**config.mk**
```make
export PLATFORM = sky130hd
export DESIGN_NAME = core_lsu_flat
export DESIGN_NICKNAME = d
export VERILOG_FILES = /design/src/rtl/core_lsu_if.sv /design/src/rtl/core_lsu.sv /design/src/flat_wrapper.sv
export SDC_FILE = /design/constraint.sdc
export NUM_CORES = 1
export LEC_CHECK = 0
export ABC_AREA = 1
export CAP_MARGIN = 20
export CORE_MARGIN = 10
export CORE_UTILIZATION = 40
export DETAILED_ROUTE_END_ITERATION = 8
export PLACE_DENSITY = 0.84
export RECOVER_POWER = 50
export SETUP_SLACK_MARGIN = 0.3
export SLEW_MARGIN = 10
export SYNTH_ARGS = -nofsm -noshare
export SYNTH_HDL_FRONTEND = slang
export SYNTH_SLANG_ARGS = --single-unit
```
**constraint.sdc**
```tcl
create_clock -name clk -period 4.4 [get_ports clk]
set_input_delay 0.88 -clock clk [delete_from_list [all_inputs] [get_ports clk]]
set_output_delay 0.88 -clock clk [all_outputs]
set_load 0.005 [all_outputs]
```
**src/rtl/core_lsu_if.sv**
```systemverilog
// Bundles for the load/store unit: core-side request/response and memory-side request/response.
interface core_lsu_if #(
    parameter int unsigned data_width_p = 32,
    parameter int unsigned addr_width_p = 32
);
    logic                    req_valid_i;
    logic                    req_ready_o;
    logic                    req_wen_i;
    logic [1:0]              req_size_i;
    logic                    req_signed_i;
    logic [addr_width_p-1:0] req_addr_i;
    logic [data_width_p-1:0] req_wdata_i;
    logic                    rsp_valid_o;
    logic [data_width_p-1:0] rsp_data_o;
    logic                    rsp_yumi_i;
    logic                    misalign_o;
    logic                    exception_o;

    // master = execute stage, slave = LSU
    modport master (
        output req_valid_i, req_wen_i, req_size_i, req_signed_i, req_addr_i, req_wdata_i, rsp_yumi_i,
        input  req_ready_o, rsp_valid_o, rsp_data_o, misalign_o, exception_o
    );
    modport slave (
        input  req_valid_i, req_wen_i, req_size_i, req_signed_i, req_addr_i, req_wdata_i, rsp_yumi_i,
        output req_ready_o, rsp_valid_o, rsp_data_o, misalign_o, exception_o
    );
endinterface

interface core_lsu_mem_if #(
    parameter int unsigned data_width_p = 32,
    parameter int unsigned addr_width_p = 32
);
    localparam int unsigned nb_lp = data_width_p / 8;

    logic                    mem_valid_o;
    logic                    mem_wen_o;
    logic [addr_width_p-1:0] mem_addr_o;
    logic [nb_lp-1:0]        mem_be_o;
    logic [data_width_p-1:0] mem_wdata_o;
    logic                    mem_yumi_i;
    logic                    mem_rsp_valid_i;
    logic [data_width_p-1:0] mem_rsp_data_i;
    logic                    mem_rsp_yumi_o;

    // master = LSU, slave = data memory
    modport master (
        output mem_valid_o, mem_wen_o, mem_addr_o, mem_be_o, mem_wdata_o, mem_rsp_yumi_o,
        input  mem_yumi_i, mem_rsp_valid_i, mem_rsp_data_i
    );
    modport slave (
        input  mem_valid_o, mem_wen_o, mem_addr_o, mem_be_o, mem_wdata_o, mem_rsp_yumi_o,
        output mem_yumi_i, mem_rsp_valid_i, mem_rsp_data_i
    );
endinterface

```
**src/rtl/core_lsu.sv**
```systemverilog
// Load/store unit: throttled issue, one-entry request register, tag FIFO for in-order responses,
// load alignment/extension, store lane replication and sticky error reporting.
module core_lsu #(
    parameter int unsigned data_width_p      = 32,
    parameter int unsigned addr_width_p      = 32,
    parameter int unsigned max_outstanding_p = 2,
    parameter int unsigned throttle_period_p = 5
) (
    input  logic           clk,
    input  logic           reset,
    core_lsu_if.slave      core,
    core_lsu_mem_if.master mem
);
    localparam int unsigned nb_lp        = data_width_p / 8;
    localparam int unsigned ob_lp        = $clog2(nb_lp);
    localparam int unsigned tc_width_lp  = (throttle_period_p > 1) ? $clog2(throttle_period_p) : 1;
    localparam int unsigned ptr_width_lp = (max_outstanding_p > 1) ? $clog2(max_outstanding_p) : 1;
    localparam int unsigned cnt_width_lp = $clog2(max_outstanding_p + 1);

    typedef struct packed {
        logic             wen;
        logic [1:0]       size;
        logic             sgn;
        logic [ob_lp-1:0] off;
    } tag_t;

    logic [tc_width_lp-1:0]  tc_q;
    logic                    throttle_ok;
    logic                    req_full_q;
    logic                    req_wen_q;
    logic [addr_width_p-1:0] req_addr_q;
    logic [nb_lp-1:0]        req_be_q;
    logic [data_width_p-1:0] req_wdata_q;
    logic [cnt_width_lp-1:0] outstanding_q;
    logic                    exception_q;
    logic                    misalign_q;
    logic                    rsp_valid_q;
    logic [data_width_p-1:0] rsp_data_q;

    logic [ob_lp-1:0]        addr_off;
    logic                    size_ok;
    logic                    align_ok;
    logic                    legal;
    logic                    ready;
    logic                    accept;
    logic                    push;
    logic                    pop;
    logic                    mem_rsp_take;
    logic                    rsp_retire;
    logic [nb_lp-1:0]        be_next;
    logic [data_width_p-1:0] wdata_rep;

    tag_t                    fifo_q [max_outstanding_p];
    logic [ptr_width_lp-1:0] wr_ptr_q;
    logic [ptr_width_lp-1:0] rd_ptr_q;
    logic [cnt_width_lp-1:0] fifo_cnt_q;
    logic                    fifo_empty;
    tag_t                    rd_tag;

    logic [data_width_p-1:0] shifted;
    logic [data_width_p-1:0] ext;
    logic                    ext_sign;
    logic [31:0]             keep_bits;

    function automatic logic [ptr_width_lp-1:0] ptr_inc(input logic [ptr_width_lp-1:0] p);
        return (p == ptr_width_lp'(max_outstanding_p - 1)) ? '0 : p + ptr_width_lp'(1);
    endfunction

    // Throttle counter runs only while the core holds a request.
    assign throttle_ok = (tc_q == tc_width_lp'(throttle_period_p - 1));

    always_ff @(posedge clk or posedge reset) begin
        if (reset)                  tc_q <= '0;
        else if (!core.req_valid_i) tc_q <= '0;
        else if (throttle_ok)       tc_q <= '0;
        else                        tc_q <= tc_q + tc_width_lp'(1);
    end

    // Request legality, byte enables and lane-replicated store data.
    always_comb begin
        addr_off = core.req_addr_i[ob_lp-1:0];
        size_ok  = (32'(core.req_size_i) <= ob_lp);
        align_ok = ((addr_off & ob_lp'((32'd1 << core.req_size_i) - 32'd1)) == '0);
        legal    = size_ok & align_ok;
        be_next  = nb_lp'(((64'd1 << (32'd1 << core.req_size_i)) - 64'd1) << addr_off);
    end

    for (genvar g = 0; g < data_width_p; g++) begin : g_repl
        assign wdata_rep[g] = (core.req_size_i == 2'd0) ? core.req_wdata_i[g % 8]  :
                              (core.req_size_i == 2'd1) ? core.req_wdata_i[g % 16] :
                              (core.req_size_i == 2'd2) ? core.req_wdata_i[g % 32] :
                                                          core.req_wdata_i[g];
    end

    // Reset gating keeps the combinational handshakes low while reset is held.
    assign ready        = throttle_ok & ~req_full_q
                        & (outstanding_q < cnt_width_lp'(max_outstanding_p))
                        & ~exception_q & ~reset;
    assign accept       = core.req_valid_i & ready;
    assign push         = accept & legal;
    assign mem_rsp_take = mem.mem_rsp_valid_i & (~rsp_valid_q | core.rsp_yumi_i) & ~reset;
    assign fifo_empty   = (fifo_cnt_q == '0);
    assign pop          = mem_rsp_take & ~fifo_empty;
    assign rsp_retire   = rsp_valid_q & core.rsp_yumi_i;

    // One-entry request register, freed when memory accepts.
    always_ff @(posedge clk or posedge reset) begin
        if (reset) begin
            req_full_q  <= 1'b0;
            req_wen_q   <= 1'b0;
            req_addr_q  <= '0;
            req_be_q    <= '0;
            req_wdata_q <= '0;
        end else if (push) begin
            req_full_q  <= 1'b1;
            req_wen_q   <= core.req_wen_i;
            req_addr_q  <= {core.req_addr_i[addr_width_p-1:ob_lp], ob_lp'(0)};
            req_be_q    <= be_next;
            req_wdata_q <= wdata_rep;
        end else if (req_full_q && mem.mem_yumi_i) begin
            req_full_q  <= 1'b0;
        end
    end

    // Tag FIFO storage; pointers and count carry the reset state.
    always_ff @(posedge clk) begin
        if (push) fifo_q[wr_ptr_q] <= '{wen: core.req_wen_i, size: core.req_size_i,
                                        sgn: core.req_signed_i, off: addr_off};
    end

    always_ff @(posedge clk or posedge reset) begin
        if (reset) begin
            wr_ptr_q   <= '0;
            rd_ptr_q   <= '0;
            fifo_cnt_q <= '0;
        end else begin
            if (push) wr_ptr_q <= ptr_inc(wr_ptr_q);
            if (pop)  rd_ptr_q <= ptr_inc(rd_ptr_q);
            case ({push, pop})
                2'b10:   fifo_cnt_q <= fifo_cnt_q + cnt_width_lp'(1);
                2'b01:   fifo_cnt_q <= fifo_cnt_q - cnt_width_lp'(1);
                default: fifo_cnt_q <= fifo_cnt_q;
            endcase
        end
    end

    // Outstanding counts from accept until the core retires the response.
    always_ff @(posedge clk or posedge reset) begin
        if (reset) begin
            outstanding_q <= '0;
        end else begin
            case ({push, rsp_retire})
                2'b10:   outstanding_q <= outstanding_q + cnt_width_lp'(1);
                2'b01:   outstanding_q <= outstanding_q - cnt_width_lp'(1);
                default: outstanding_q <= outstanding_q;
            endcase
        end
    end

    // Load alignment and extension from the oldest tag.
    always_comb begin
        rd_tag    = fifo_q[rd_ptr_q];
        shifted   = mem.mem_rsp_data_i >> {rd_tag.off, 3'b000};
        keep_bits = 32'd8 << rd_tag.size;
        case (rd_tag.size)
            2'd0:    ext_sign = rd_tag.sgn & shifted[7];
            2'd1:    ext_sign = rd_tag.sgn & shifted[15];
            2'd2:    ext_sign = rd_tag.sgn & shifted[31];
            default: ext_sign = rd_tag.sgn & shifted[data_width_p-1];
        endcase
    end

    for (genvar g = 0; g < data_width_p; g++) begin : g_ext
        assign ext[g] = (g < keep_bits) ? shifted[g] : ext_sign;
    end

    always_ff @(posedge clk or posedge reset) begin
        if (reset) begin
            rsp_valid_q <= 1'b0;
            rsp_data_q  <= '0;
        end else if (pop) begin
            rsp_valid_q <= 1'b1;
            rsp_data_q  <= rd_tag.wen ? '0 : ext;
        end else if (rsp_retire) begin
            rsp_valid_q <= 1'b0;
        end
    end

    // Misalign pulse and sticky exception (illegal request or unsolicited memory response).
    always_ff @(posedge clk or posedge reset) begin
        if (reset) begin
            misalign_q  <= 1'b0;
            exception_q <= 1'b0;
        end else begin
            misalign_q <= accept & ~legal;
            if ((accept & ~legal) | (mem_rsp_take & fifo_empty)) exception_q <= 1'b1;
        end
    end

    assign core.req_ready_o = ready;
    assign core.rsp_valid_o = rsp_valid_q;
    assign core.rsp_data_o  = rsp_data_q;
    assign core.misalign_o  = misalign_q;
    assign core.exception_o = exception_q;

    assign mem.mem_valid_o    = req_full_q;
    assign mem.mem_wen_o      = req_wen_q;
    assign mem.mem_addr_o     = req_addr_q;
    assign mem.mem_be_o       = req_be_q;
    assign mem.mem_wdata_o    = req_wdata_q;
    assign mem.mem_rsp_yumi_o = mem_rsp_take;
endmodule

```
**src/flat_wrapper.sv**
```systemverilog
// flat-port wrapper written by rule: the top's interface ports become plain ports
module core_lsu_flat 
#(
    parameter int unsigned data_width_p      = 32,
    parameter int unsigned addr_width_p      = 32,
    parameter int unsigned max_outstanding_p = 2,
    parameter int unsigned throttle_period_p = 5
)
  (clk, reset, core_req_valid_i, core_req_wen_i, core_req_size_i, core_req_signed_i, core_req_addr_i, core_req_wdata_i, core_rsp_yumi_i, core_req_ready_o, core_rsp_valid_o, core_rsp_data_o, core_misalign_o, core_exception_o, mem_mem_valid_o, mem_mem_wen_o, mem_mem_addr_o, mem_mem_be_o, mem_mem_wdata_o, mem_mem_rsp_yumi_o, mem_mem_yumi_i, mem_mem_rsp_valid_i, mem_mem_rsp_data_i);
  core_lsu_if #(.data_width_p(data_width_p), .addr_width_p(addr_width_p)) core_i ();
  core_lsu_mem_if #(.data_width_p(data_width_p), .addr_width_p(addr_width_p)) mem_i ();
  input  logic clk;
  input  logic reset;
  input wire logic [$bits(core_i.req_valid_i)-1:0] core_req_valid_i;
  input wire logic [$bits(core_i.req_wen_i)-1:0] core_req_wen_i;
  input wire logic [$bits(core_i.req_size_i)-1:0] core_req_size_i;
  input wire logic [$bits(core_i.req_signed_i)-1:0] core_req_signed_i;
  input wire logic [$bits(core_i.req_addr_i)-1:0] core_req_addr_i;
  input wire logic [$bits(core_i.req_wdata_i)-1:0] core_req_wdata_i;
  input wire logic [$bits(core_i.rsp_yumi_i)-1:0] core_rsp_yumi_i;
  output wire logic [$bits(core_i.req_ready_o)-1:0] core_req_ready_o;
  output wire logic [$bits(core_i.rsp_valid_o)-1:0] core_rsp_valid_o;
  output wire logic [$bits(core_i.rsp_data_o)-1:0] core_rsp_data_o;
  output wire logic [$bits(core_i.misalign_o)-1:0] core_misalign_o;
  output wire logic [$bits(core_i.exception_o)-1:0] core_exception_o;
  output wire logic [$bits(mem_i.mem_valid_o)-1:0] mem_mem_valid_o;
  output wire logic [$bits(mem_i.mem_wen_o)-1:0] mem_mem_wen_o;
  output wire logic [$bits(mem_i.mem_addr_o)-1:0] mem_mem_addr_o;
  output wire logic [$bits(mem_i.mem_be_o)-1:0] mem_mem_be_o;
  output wire logic [$bits(mem_i.mem_wdata_o)-1:0] mem_mem_wdata_o;
  output wire logic [$bits(mem_i.mem_rsp_yumi_o)-1:0] mem_mem_rsp_yumi_o;
  input wire logic [$bits(mem_i.mem_yumi_i)-1:0] mem_mem_yumi_i;
  input wire logic [$bits(mem_i.mem_rsp_valid_i)-1:0] mem_mem_rsp_valid_i;
  input wire logic [$bits(mem_i.mem_rsp_data_i)-1:0] mem_mem_rsp_data_i;
  assign core_i.req_valid_i = core_req_valid_i;
  assign core_i.req_wen_i = core_req_wen_i;
  assign core_i.req_size_i = core_req_size_i;
  assign core_i.req_signed_i = core_req_signed_i;
  assign core_i.req_addr_i = core_req_addr_i;
  assign core_i.req_wdata_i = core_req_wdata_i;
  assign core_i.rsp_yumi_i = core_rsp_yumi_i;
  assign core_req_ready_o = core_i.req_ready_o;
  assign core_rsp_valid_o = core_i.rsp_valid_o;
  assign core_rsp_data_o = core_i.rsp_data_o;
  assign core_misalign_o = core_i.misalign_o;
  assign core_exception_o = core_i.exception_o;
  assign mem_mem_valid_o = mem_i.mem_valid_o;
  assign mem_mem_wen_o = mem_i.mem_wen_o;
  assign mem_mem_addr_o = mem_i.mem_addr_o;
  assign mem_mem_be_o = mem_i.mem_be_o;
  assign mem_mem_wdata_o = mem_i.mem_wdata_o;
  assign mem_mem_rsp_yumi_o = mem_i.mem_rsp_yumi_o;
  assign mem_i.mem_yumi_i = mem_mem_yumi_i;
  assign mem_i.mem_rsp_valid_i = mem_mem_rsp_valid_i;
  assign mem_i.mem_rsp_data_i = mem_mem_rsp_data_i;
  core_lsu #(.data_width_p(data_width_p), .addr_width_p(addr_width_p), .max_outstanding_p(max_outstanding_p), .throttle_period_p(throttle_period_p)) u_core (.clk(clk), .reset(reset), .core(core_i), .mem(mem_i));
endmodule
```
After elaboration in Yosys (flattened, before gate mapping)

Memory sizes are Yosys's and may differ from the RTL's.
Index checks and enable logic that the tools add are counted.

$add $sub $neg: 9
Magnitude comparators: 34
Equality and inequality tests: 7
Shift-type cells: 5
Mux-type cells: 86
Bitwise operators: 25
Reductions and logical operators: 9

Operators by type and width:

| cell                                                                         | number |
|---|---|
| 5-bit by 32-bit less-than comparator with 1-bit output, first input constant | 16 |
| 4-bit by 32-bit less-than comparator with 1-bit output, first input constant | 8 |
| 3-bit by 32-bit less-than comparator with 1-bit output, first input constant | 4 |
| 1-bit 2-to-1 mux                                                             | 80 |
| 1-bit by 32-bit less-than comparator with 1-bit output, first input constant | 2 |
| 2-bit by 32-bit less-than comparator with 1-bit output, first input constant | 2 |
| 1-bit by 32-bit << shifter with 64-bit output, first input constant          | 1 |
| 64-bit by 2-bit << shifter with 4-bit output                                 | 1 |
| 64-bit by 1-bit subtractor with 64-bit output, second input constant         | 1 |
| 32-bit 2-to-1 mux                                                            | 1 |
| 1-bit by 2-bit << shifter with 32-bit output, first input constant           | 1 |
| 4-bit by 2-bit << shifter with 32-bit output, first input constant           | 1 |
| 32-bit by 5-bit >> shifter with 32-bit output                                | 1 |
| 1-bit AND                                                                    | 16 |
| 2-bit by 1-bit equality test with 1-bit output, second input constant        | 4 |
| 2-bit logical NOT                                                            | 4 |
| 2-bit one-hot mux with 2 select lines                                        | 2 |
| 2-bit nonzero test                                                           | 4 |
| 3-bit 2-to-1 mux                                                             | 2 |
| 1-bit inverter                                                               | 6 |
| 2-bit by 1-bit subtractor with 2-bit output, second input constant           | 3 |
| 2-bit by 1-bit adder with 2-bit output, second input constant                | 2 |
| 2-bit equality test, second input constant                                   | 2 |
| 3-bit by 1-bit adder with 3-bit output, second input constant                | 1 |
| other kinds (8)                                                              | 10 |

Bits in registers: 112
Memory bits (writable): 12
Bits of input ports: 106
Output and inout port bits: 107
Logic and storage cells: 190
Memories kept: 1

Memories:

| name          | words | bits a word | read ports | clocked after Yosys merged registers in | write ports | RTL line       | source |
|---|---|---|---|---|---|---|---|
| u_core.fifo_q | 2     | 6           | 1          | 0                                       | 1           | core_lsu.sv:53 | `tag_t fifo_q [max_outstanding_p];` |

Depth between registers and ports, before layout

Word-level depth: 9
Depth in mapped cells: 14
Depth with buffers taken out: 11

Least setup slack after synthesis

No wires, ideal clock.

Path kind: input port to flip-flop
Start: input reset
End: register u_core.outstanding_q[1]
Setup time: 0.131 ns
Arrival time: 4.797 ns
Data required time: 4.269 ns
Setup slack: -0.528 ns
Stages: 9
Buffers on the path: 1
Path through: inv_1 nand4_1 nor2_1 nand3_2 buf_2 ha_1 a21oi_1 o21ai_0 xor2_1

Longest elaborated chain between the ends: 6
Elaborated cells between the ends (all ways): 8
Classes of those cells: eq/ne (2); mux (1); bitwise (4); reduce/logical (1)

RTL lines:

| what                                                                                         | RTL line           | source |
|---|---|---|
| start, declared                                                                              | flat_wrapper.sv:13 | `input logic reset;` |
| 1-bit inverter (*)                                                                           | core_lsu.sv:98     | `& ~exception_q & ~reset;` |
| 1-bit AND (*)                                                                                | core_lsu.sv:98     |  |
| named net core_req_ready_o                                                                   | flat_wrapper.sv:21 | `output wire logic [$bits(core_i.req_ready_o)-1:0] core_req_ready_o;` |
| 1-bit AND (*)                                                                                | core_lsu.sv:99     | `assign accept = core.req_valid_i & ready;` |
| 1-bit AND (*)                                                                                | core_lsu.sv:100    | `assign push = accept & legal;` |
| 2-bit by 1-bit equality test with 1-bit output / 2-bit equality test (equally long branches) | core_lsu.sv:152    | `case ({push, rsp_retire})` |
| 2-bit one-hot mux with 2 select lines / 2-bit nonzero test (equally long branches)           | -                  |  |
| end signal, assigned                                                                         | core_lsu.sv:153    | `2'b10: outstanding_q <= outstanding_q + cnt_width_lp'(1);` |
| end signal, assigned                                                                         | core_lsu.sv:154    | `2'b01: outstanding_q <= outstanding_q - cnt_width_lp'(1);` |
| end signal, assigned                                                                         | core_lsu.sv:155    | `default: outstanding_q <= outstanding_q;` |
| end, declared                                                                                | core_lsu.sv:34     | `logic [cnt_width_lp-1:0] outstanding_q;` |

The timed path passes the listed nets; every way through them passes the cells marked *.
A chain may end at the register's enable or synchronous reset.

Final worst setup path

Start: input reset
End: output core_req_ready_o

Longest elaborated chain between the ends: 2

RTL lines:

| what           | RTL line |
|---|---|
| 1-bit inverter | core_lsu.sv:98 |
| 1-bit AND      | core_lsu.sv:98 |
| end, declared  | flat_wrapper.sv:21 |

Every way passes these cells.

==> key figures <==
Placed design
  • Dpl ws: just over 1000 ps
  • DP HPWL: 14.2 mm
  • GPL Wtd Cong: 0.878
  • Port Buf Inserts: 210
  • Cells after DPL: around 1100

Power
  • Logic pwr share: 0.281
  • Leak: 4.28 nW
  • Pwr Density: ~440 nW/um^2
  • Switch share: 0.319
  • P_sw: 1.20 mW
  • Reg power frac: 0.374
  • Peak VDD IR: 0.000304 V
  • Clk network pwr share: 0.345
  • Internal Power: 2.56 mW

Final layout
  • Layout Cells excl Fill: 1120
  • Most frequent cells in the layout: 323 x nand2_1, 155 x clkdlybuf4s50_1, 112 x dfrtp_1
  • Commonest non-fill, non-tap cell in the layout: nand2_1
  • Area Overhead vs Synth: 46.2%
  • Final #Nets: 1032
  • Share of layout cells above drive strength 1: 0.0588

Setup path
  • Critical R2R Capture: u_core.core.rsp_data_o[6]
  • Flop-to-flop setup slack: ~2100 ps
  • CP peak stage delay: 570 ps
  • WP data arrival: about 2500 ps
  • Crit-path max FO: 4
  • Cell family with most CP delay: buffers and inverters
  • Worst reg2reg path depth: 7
  • Worst setup EP type: output port
  • CP Launch Point: reset
  • CP Cell Sequence: dlygate4sd3_1, clkinvlp_2, nand4_1, nor2_1, clkdlybuf4s50_1
  • Worst path slowest cell: clkdlybuf4s50_1
  • Crit path required time: around 3500 ps
  • Worst R2R Start: u_core.core.rsp_valid_o
  • WS Path Type: input pin to output port
  • Crit path to: core_req_ready_o
  • Crit path depth: 5
  • Startpoint types: input pin
  • WP buf/inv: 3

Timing
  • Final worst-path setup slack: 1070 ps
  • RSZ-0062 raised after global routing: no
  • Tightest Pin Transition: 2240 ps
  • Crit path time final: 3330 ps
  • Slew Limit Fails: 114
  • Final hold violation count: 0
  • Max transition margin: -0.491
  • Fin Setup TNS: 0 ps
  • Final cycle utilization of the critical path: 0.756
  • Achievable frequency: 301 MHz
  • Clock Skew: 13.1 ps
  • Final setup vio count: 0

Route
  • Post-DR wirelength/cell: 17.3 um
  • TritonRoute pass-1 iters: 5
  • ANT nets after route: 0
  • Drc violations: 0
  • Routed WL: 19.4 mm
  • Vias per inst: 4.98
  • Detailed Route Iter0 Violations: 345
  • DR vias: around 5600

Synth
  • EDFF count, synth: 12
  • Mapped Avg Cell Area: 8.11 sq um
  • Yosys cell types: 37
  • Mapped Cells: 724
  • Synthesis-stage register bit count: 124
  • Yosys warns: 0
  • Cell Area, Synth: 5870 sq um
  • Top_reg_cell synth: dfrtp_1
  • Share of flip-flops with an asynchronous set or reset: 0.903
  • Sequential area share after synthesis: 0.539

Clock network
  • CTS Buffer Depth: 2
  • CTS Hold Buffers Added: 0
  • Sink Count: 124
  • TritonCTS Buffers: 17
  • CTS tree: done
  • Root Driver: clkbuf_16
  • Reg clk slew, reported paths: 50 ps
  • H-tree depth: 4
  • Worst skew pair latency: 430 ps
  • Resized cells post-CTS: 0
  • Postcts setup bufs: 0

Floorplanning
  • Core ar.: 14500 sq um
  • Die height: 141 um
  • Die ar.: 19900 sq um
  • Starting Density: 0.406
  • I/O pin count: 213
  • Rows: 44
  • Die Span X: 141 um

Global routing
  • Global-route wire length before repair: 30.2 mm
  • Initial antenna violation count: 0
  • Vias in the first global route: 5636
  • Largest net degree at the start of global routing: 73
  • GRT Total Usage: 0.191
  • Gr ovfl total: 0

Run
  • Maxcap violations: 2

Min path
  • Min-Delay Path Class: register to register

Status
  • Outcome: finished, violations left
  • Failing checks: capacitance limit, slew limit
[routing by layer]
metal | part of all wire | global-route usage
met3 | 0.13 | 0.0981
met5 | 0 | 0
met4 | 0.015 | 0.0647
met2 | 0.45 | 0.300
met1 | 0.40 | 0.220
[area by class of cell]
type                    instances  area, sq um
diodes                          1         2.50
clock buffers                  22          484
clock inverters                10         66.3
fillers                      1248         5900
inverters                      42          161
multi-input cells             522         2330
flip-flops and latches        124         3160
well taps                     184          230
repair buffers                215         2140
[cells in the mapped netlist, types with 2 or more instances]
master	n	share of area
a21oi_1	30	0.026
a31oi_1	19	0.020
buf_1	4	0.0026
buf_2	7	0.0060
buf_4	3	0.0038
buf_6	7	0.013
clkbuf_1	14	0.0089
clkbuf_2	2	0.0017
dfrtp_1	112	0.48
edfxtp_1	12	0.061
ha_1	4	0.0085
inv_1	37	0.024
inv_2	3	0.0019
nand2_1	323	0.21
nand2_2	7	0.0075
nand3_1	39	0.033
nor2_1	33	0.021
nor2_2	2	0.0021
o211ai_1	9	0.012
o21ai_0	26	0.022
o21ai_1	2	0.0017
or2_1	6	0.0064
or2_2	4	0.0043
xnor2_1	3	0.0045
xor2_1	4	0.0060
[worst reg2reg max path: stages, from the launching register on]
cell	delay, ps
dfrtp_1	400
nand2_1	100
nand3_1	90
a21oi_1	350
nand3_1	660
clkinv_1	440
nand3_1	150
nand2_1	90
[flip-flops by register name, summed over array words and instances (netlist names), 2 cells and up]
register,count
u_core.core.rsp_data_o,32
u_core.mem.mem_wdata_o,32
u_core.mem.mem_addr_o,30
u_core.fifo_q,12
u_core.mem.mem_be_o,4
u_core.tc_q,3
u_core.fifo_cnt_q,2
u_core.outstanding_q,2
[power by group through the flow]
stage,Clock (mW),Combinational (mW),Sequential (mW)
2_1_floorplan,0,0.621,1.42
3_3_place_gp,0,1.08,1.42
3_5_place_dp,0,1.10,1.43
4_1_cts,1.32,1.10,1.41
5_1_grt,1.37,1.18,1.43
6_report,1.30,1.06,1.41
[kinds of logic (layout without fill, tap and decap cells)]
family | count (synthesis) | count (layout) | share of synthesized area
other | 1 | 3 | 0.000639
buffers and inverters | 79 | 289 | 0.0637
adder cells (fa/ha/maj) | 4 | 4 | 0.00852
AND/OR/NAND/NOR | 419 | 419 | 0.291
multiplexers | 1 | 1 | 0.00170
AO/OA/AOI/OAI | 89 | 89 | 0.0852
XOR/XNOR | 7 | 7 | 0.0104
flip-flops | 124 | 124 | 0.539
[worst min path at each step]
stage	cells past startpoint	from	end	slack (ps)
global route	1	u_core.tc_q[0]	u_core.tc_q[0]	480
floorplan	1	u_core.tc_q[0]	u_core.tc_q[0]	430
finish	1	u_core.tc_q[0]	u_core.tc_q[0]	460
CTS	1	u_core.tc_q[0]	u_core.tc_q[0]	470
detailed placement	1	u_core.tc_q[0]	u_core.tc_q[0]	460
global placement	1	u_core.tc_q[0]	u_core.tc_q[0]	450
[through the flow]
step	hold slack, ps	total power [mW]	cell area, sq um	util
6_report	462	3.76	8580	0.593
3_5_place_dp	458	2.53	8050	0.556
2_1_floorplan	430	2.04	5880	-
5_1_grt	483	3.98	8580	0.593
4_1_cts	466	3.83	8600	0.594
3_3_place_gp	446	2.50	8030	0.554
Note: power is estimated with default switching activity, not from simulation.
==> RTL change 1: new RTL, same flow settings <==
Make the reset (`reset`) synchronous in 6 clocked blocks.
--- a/src/rtl/core_lsu.sv
+++ b/src/rtl/core_lsu.sv
@@ -69,7 +69,7 @@
     // Throttle counter runs only while the core holds a request.
     assign throttle_ok = (tc_q == tc_width_lp'(throttle_period_p - 1));
 
-    always_ff @(posedge clk or posedge reset) begin
+    always_ff @(posedge clk) begin
         if (reset)                  tc_q <= '0;
         else if (!core.req_valid_i) tc_q <= '0;
         else if (throttle_ok)       tc_q <= '0;
@@ -104,7 +104,7 @@
     assign rsp_retire   = rsp_valid_q & core.rsp_yumi_i;
 
     // One-entry request register, freed when memory accepts.
-    always_ff @(posedge clk or posedge reset) begin
+    always_ff @(posedge clk) begin
         if (reset) begin
             req_full_q  <= 1'b0;
             req_wen_q   <= 1'b0;
@@ -128,7 +128,7 @@
                                         sgn: core.req_signed_i, off: addr_off};
     end
 
-    always_ff @(posedge clk or posedge reset) begin
+    always_ff @(posedge clk) begin
         if (reset) begin
             wr_ptr_q   <= '0;
             rd_ptr_q   <= '0;
@@ -145,7 +145,7 @@
     end
 
     // Outstanding counts from accept until the core retires the response.
-    always_ff @(posedge clk or posedge reset) begin
+    always_ff @(posedge clk) begin
         if (reset) begin
             outstanding_q <= '0;
         end else begin
@@ -174,7 +174,7 @@
         assign ext[g] = (g < keep_bits) ? shifted[g] : ext_sign;
     end
 
-    always_ff @(posedge clk or posedge reset) begin
+    always_ff @(posedge clk) begin
         if (reset) begin
             rsp_valid_q <= 1'b0;
             rsp_data_q  <= '0;
@@ -187,7 +187,7 @@
     end
 
     // Misalign pulse and sticky exception (illegal request or unsolicited memory response).
-    always_ff @(posedge clk or posedge reset) begin
+    always_ff @(posedge clk) begin
         if (reset) begin
             misalign_q  <= 1'b0;
             exception_q <= 1'b0;
Check against the original RTL: differs if reset is asserted again (counterexample within 4 cycles, from zero or initial values and one cycle with reset high); with reset held inactive, the same outputs for 10 cycles.
==> RTL change 1 against the original RTL <==
  * Setup slack lost 0.082 ns
  * Sequential cell count rose by 1
  * Highest routed layer unchanged
  * Final area decreased by 2.4%
  * Wire length decreased by 1.9%
  * Clock skew down 0.0083 ns
  * Register-to-register slack about the same
  * Global-route usage increased by 0.080 points
  * Synthesized area down 4.6%
  * The flow still finishes with violations (max-capacitance violations, max-slew violations)
  * Die area is 3.9% lower
Power is not compared: it rests on default switching activity, and its combinational part moved more than twofold at a synthesized area within 25%.
==> RTL change 1: results (changes against the original RTL) <==
[timing]
maxSlewHeadroom_pct = -0.603  ; was -49.1%
final-max-slew-violation-count = 42  ; was 114
clock_skew_ns = 0.00481  ; was 0.0131 ns

[min_path]
holdPathStages = 1  ; unchanged
hold_class = register to register  ; unchanged

[final_layout]
num_antenna_cells = 0  ; was 1
layout-drive-gt1-share_pct = 6.67  ; was 5.88%
nets = 1060  ; was 1032

[clock_tree]
post_cts_buffers = 0  ; unchanged
post_cts_resized = 0  ; unchanged
cts_root_buf = clkbuf_16  ; unchanged
cts_buffers = 17  ; unchanged
htreeDepth = 4  ; unchanged
cts_buffer_depth = 2  ; unchanged
clock_latency_ns = 0.41  ; was 0.43 ns
clk_pin_slew_ns = 0.05  ; about the same

[detailed_routing]
drtIter0Drc = 380  ; was 345
wirelength_um = 19000  ; was 19400 um
avgViaCountPerCell = 5.11  ; was 4.98
first_pass_iters = 5  ; unchanged

[synth]
synth_top_cells_by_area = dfxtp_1 40%, nand2_1 9.7%, nor2_1 8.9%  ; was dfrtp_1 48%, nand2_1 21%, edfxtp_1 6.1%
yosys_warnings = 0  ; unchanged
synth_ff_type = dfxtp_1  ; was dfrtp_1
ys_seq_area_share_pct = 46.8  ; was 53.9%
async_reset_ff_share_pct = 0  ; was 90.3%
ys_types = 38  ; was 37
synth_edf_count = 12  ; unchanged
netlist_top_cells_count = 145 x nand2_1, 133 x nor2_1, 113 x dfxtp_1  ; was 323 x nand2_1, 112 x dfrtp_1, 39 x nand3_1

[global_route]
grt_pass1_wl_um = 30200  ; about the same
grt_max_degree = 92  ; was 73
grt_pass1_vias = 5832  ; was 5636
antenna_found_initial = 0  ; unchanged
track_usage_pct = 19.2  ; was 19.1%

[run_status]
status = finished, violations left  ; unchanged
violations = max-capacitance violations, max-slew violations  ; unchanged

[setup_path]
cp.arrival_ns = 3.75  ; was 2.45 ns
critical_path.max_stage_delay_ns = 0.64  ; was 0.57 ns
cpLargestDelayFamily = buffers and inverters  ; unchanged
crit_slowest_cell = dlygate4sd3_1  ; was clkdlybuf4s50_1
rr_worst_depth = 10  ; was 7
cp_max_fo = 14  ; was 4

[place]
place_area_um2 = 7760  ; was 8050 um2
dp_slack_ns = 0.723  ; was 1.03 ns
port_buffers = 210  ; unchanged
gp_congestion = 0.904  ; was 0.878
hpwlAfterDp_um = 13900  ; was 14200 um

[power_and_ir_drop]
leakage_nw = 3.68
swShare_pct = 20.9
ir_drop_mv = 0.233

[run]
maxCapViolations = 1  ; was 2

==> RTL change 1: stage by stage <==
stage / hold slack (ns) / power [mW] / utilization [%] / std cells
after detailed placement: 0.451 / 1.36 / 56.1 / 1107
after global placement: 0.431 / 1.36 / 56.1 / 1107
final: 0.462 / 2.77 / 60.6 / 1140
after global routing: 0.482 / 2.87 / 60.6 / 1140
after CTS: 0.460 / 2.80 / 60.5 / 1139
after floorplan: 0.417 / 1.24 / - / 758
==> RTL change 1: cells by family (layout without fill, tap and decap cells) <==
| kind of cell | Yosys count | count (layout) | synth area share [%] |
|---|---|---|---|
| compound gates | 210 | 210 | 20.5 |
| flops | 125 | 125 | 46.8 |
| simple gates | 315 | 315 | 22.9 |
| mux | 1 | 1 | 0.179 |
| fa+ha+maj | 7 | 7 | 1.56 |
| other cells | 1 | 2 | 0.0669 |
| buf+inv | 95 | 297 | 7.53 |
| xor+xnor | 3 | 3 | 0.469 |
==> RTL change 1: path summary, 6_finish.rpt <==
path | startpoint | endpoint | slack, ns
setup / recovery | core_req_size_i[1] | u_core.outstanding_q[1] | 0.99
hold / removal | u_core.tc_q[0] | u_core.tc_q[0] | 0.46
setup reg to reg | register | u_core.core.rsp_data_o[8] | 2.06
hold reg to reg | u_core.tc_q[0] | u_core.tc_q[0] | 0.46
==> RTL change 1: per-layer routing <==
| layer | up-vias | routed length (um) | track usage [%] |
|---|---|---|---|
| li1 | 2874 | - | - |
| met1 | 2662 | 7280 | 20.5 |
| met2 | 271 | 8770 | 30.7 |
| met3 | 20 | 2680 | 11.8 |
| met4 | 0 | 276 | 6.10 |
| met5 | - | 0 | 0 |
==> RTL change 1: final cells by class <==
type | instances | area [um2]
Tap cell | 180 | 225
Multi-Input combinational cell | 538 | 2570
Inverter | 44 | 168
Clock buffer | 22 | 474
Clock inverter | 10 | 138
Fill cell | 1224 | 5450
Timing Repair Buffer | 221 | 2180
Sequential cell | 125 | 2620
==> RTL change 1: power groups by stage <==
| stage | registers [mW] | clock network (mW) | logic, mW |
|---|---|---|---|
| CTS | 1.15 | 1.46 | 0.187 |
| global placement | 1.18 | 0 | 0.184 |
| floorplan | 1.18 | 0 | 0.0604 |
| detailed placement | 1.18 | 0 | 0.185 |
| finish | 1.15 | 1.43 | 0.184 |
| global route | 1.15 | 1.51 | 0.201 |
==> RTL change 2: new RTL, same flow settings <==
Made on the original files. `max_outstanding_p` is set to 2 in 2 places; all go to 1.
--- a/src/rtl/core_lsu.sv
+++ b/src/rtl/core_lsu.sv
@@ -3,7 +3,7 @@
 module core_lsu #(
     parameter int unsigned data_width_p      = 32,
     parameter int unsigned addr_width_p      = 32,
-    parameter int unsigned max_outstanding_p = 2,
+    parameter int unsigned max_outstanding_p = 1,
     parameter int unsigned throttle_period_p = 5
 ) (
     input  logic           clk,
--- a/src/flat_wrapper.sv
+++ b/src/flat_wrapper.sv
@@ -3,7 +3,7 @@
 #(
     parameter int unsigned data_width_p      = 32,
     parameter int unsigned addr_width_p      = 32,
-    parameter int unsigned max_outstanding_p = 2,
+    parameter int unsigned max_outstanding_p = 1,
     parameter int unsigned throttle_period_p = 5
 )
   (clk, reset, core_req_valid_i, core_req_wen_i, core_req_size_i, core_req_signed_i, core_req_addr_i, core_req_wdata_i, core_rsp_yumi_i, core_req_ready_o, core_rsp_valid_o, core_rsp_data_o, core_misalign_o, core_exception_o, mem_mem_valid_o, mem_mem_wen_o, mem_mem_addr_o, mem_mem_be_o, mem_mem_wdata_o, mem_mem_rsp_yumi_o, mem_mem_yumi_i, mem_mem_rsp_valid_i, mem_mem_rsp_data_i);
Function: changed (a bounded check fails within 10 cycles, from zero or initial values and one cycle with reset high).
==> RTL change 2 against the original RTL <==
  * Synthesized area shrank 7.9%
  * Critical endpoint unchanged
  * Setup slack gained 0.089 ns
  * Critical path depth is the same
  * Largest cell class unchanged
  * Wire length shrank 7.7%
  * Sequential cell count shrank 10
  * Final area shrank 4.4%
Power is not compared: it rests on default switching activity, and its combinational part moved more than twofold at a synthesized area within 25%.
==> RTL change 2: results (changes against the original RTL) <==
[run_status]
status = complete, no violations  ; was finished, violations left

[global_route]
grt_pass1_vias = 5276  ; was 5636
track_usage_pct = 19.0  ; was 19.1%
grt_max_degree = 59  ; was 73
grt_pass1_wl_um = 27800  ; was 30200 um
antenna_found_initial = 2  ; was 0

[synth]
netlist_top_cells_count = 275 x nand2_1, 108 x dfrtp_1, 38 x nand3_1  ; was 323 x nand2_1, 112 x dfrtp_1, 39 x nand3_1
synth_top_cells_by_area = dfrtp_1 50%, nand2_1 19%, nand3_1 3.5%  ; was dfrtp_1 48%, nand2_1 21%, edfxtp_1 6.1%
synth_mux_area_share_pct = 0  ; was 0.170%
synth_compound_area_share_pct = 12.3  ; was 8.52%
synth_fa_ha_area_share_pct = 0.694  ; was 0.852%
async_reset_ff_share_pct = 94.7  ; was 90.3%
synthXorXnorAreaFrac_pct = 0.486  ; was 1.04%
ys_types = 30  ; was 37
ys_seq_area_share_pct = 53.3  ; was 53.9%
synth_edf_count = 6  ; was 12

[final_layout]
nFillCells = 1139  ; was 1248
layout-drive-gt1-share_pct = 6.51  ; was 5.88%

[timing]
maxSlewHeadroom_pct = 8.88  ; was -49.1%

[detailed_routing]
routedWlPerCell_um = 17.0  ; was 17.3 um
drtIter0Drc = 374  ; was 345
avgViaCountPerCell = 5.05  ; was 4.98

[place]
hpwlAfterDp_um = 13000  ; was 14200 um
gp_congestion = 0.889  ; was 0.878

[clock_tree]
clock_latency_ns = 0.41  ; was 0.43 ns
cts_root_buf = clkbuf_16  ; unchanged

[setup_path]
critical_path.max_stage_delay_ns = 0.55  ; was 0.57 ns
cp.arrival_ns = 2.36  ; was 2.45 ns

RTL change 2: cell type report:
type	count	area [um2]	area share, %
sequential	114	2880	35.1
tap	176	220	2.68
inverter	41	156	1.91
multi-input combinational	473	2130	26.0
clock buffer	22	495	6.04
antenna	1	2.50	0.0305
timing repair buffer	216	2140	26.1
clock inverter	10	175	2.13
RTL change 2: worst paths after layout:
check,from,endpoint,slack (ns),depth (start not counted)
setup / recovery,reset,core_req_ready_o,1.16,5
hold / removal,u_core.mem.mem_addr_o[11],u_core.mem.mem_addr_o[11],0.46,2
setup reg to reg,u_core.fifo_q[0][0],u_core.core.rsp_data_o[19],1.69,9
hold reg to reg,u_core.mem.mem_addr_o[11],u_core.mem.mem_addr_o[11],0.46,2
max in group asynchronous,reset,u_core.core.rsp_data_o[12],1.45,4
min in group asynchronous,reset,u_core.core.exception_o,0.82,2
RTL change 2: routing by layer:
layer	track usage [%]	vias up	part of all wire, %
met5	0	-	0
li1	-	2542	-
met4	5.74	0	1.5
met1	22.5	2495	41
met2	30.0	262	46
met3	9.19	21	12
RTL change 2: worst min-delay path: cells and delay by family, from the launching register on:
| kind | cells | cell delay [ns] |
|---|---|---|
| flip-flops | 1 | 0.33 |
| AND/OR/NAND/NOR | 2 | 0.10 |
RTL change 2: logic make-up (layout without fill, tap and decap cells):
kind of cell | Yosys count | count (layout)
AO/OA/AOI/OAI | 113 | 113
XOR/XNOR | 3 | 3
adder cells (fa/ha/maj) | 3 | 3
buffers and inverters | 80 | 289
flip-flops | 114 | 114
other | 1 | 3
AND/OR/NAND/NOR | 352 | 352
RTL change 2: power groups by stage:
stage	logic, mW	registers [mW]	clock network [mW]
after floorplan	0.0934	1.13	0
after global placement	0.276	1.13	0
after detailed placement	0.280	1.13	0
after CTS	0.283	1.11	1.57
after global routing	0.295	1.11	1.62
final	0.267	1.11	1.55
RTL change 2: through the flow:
step / hold WS, ns / total power [mW] / instance area, um2 / setup WS, ns / instances
finish: 0.463 / 2.93 / 8210 / 1.16 / 1053
global route: 0.483 / 3.03 / 8210 / 1.02 / 1053
CTS: 0.471 / 2.97 / 8210 / 1.31 / 1052
detailed placement: 0.458 / 1.41 / 7540 / 1.20 / 1020
global placement: 0.448 / 1.40 / 7540 / 1.25 / 1020
floorplan: 0.430 / 1.22 / 5410 / 0.749 / 667
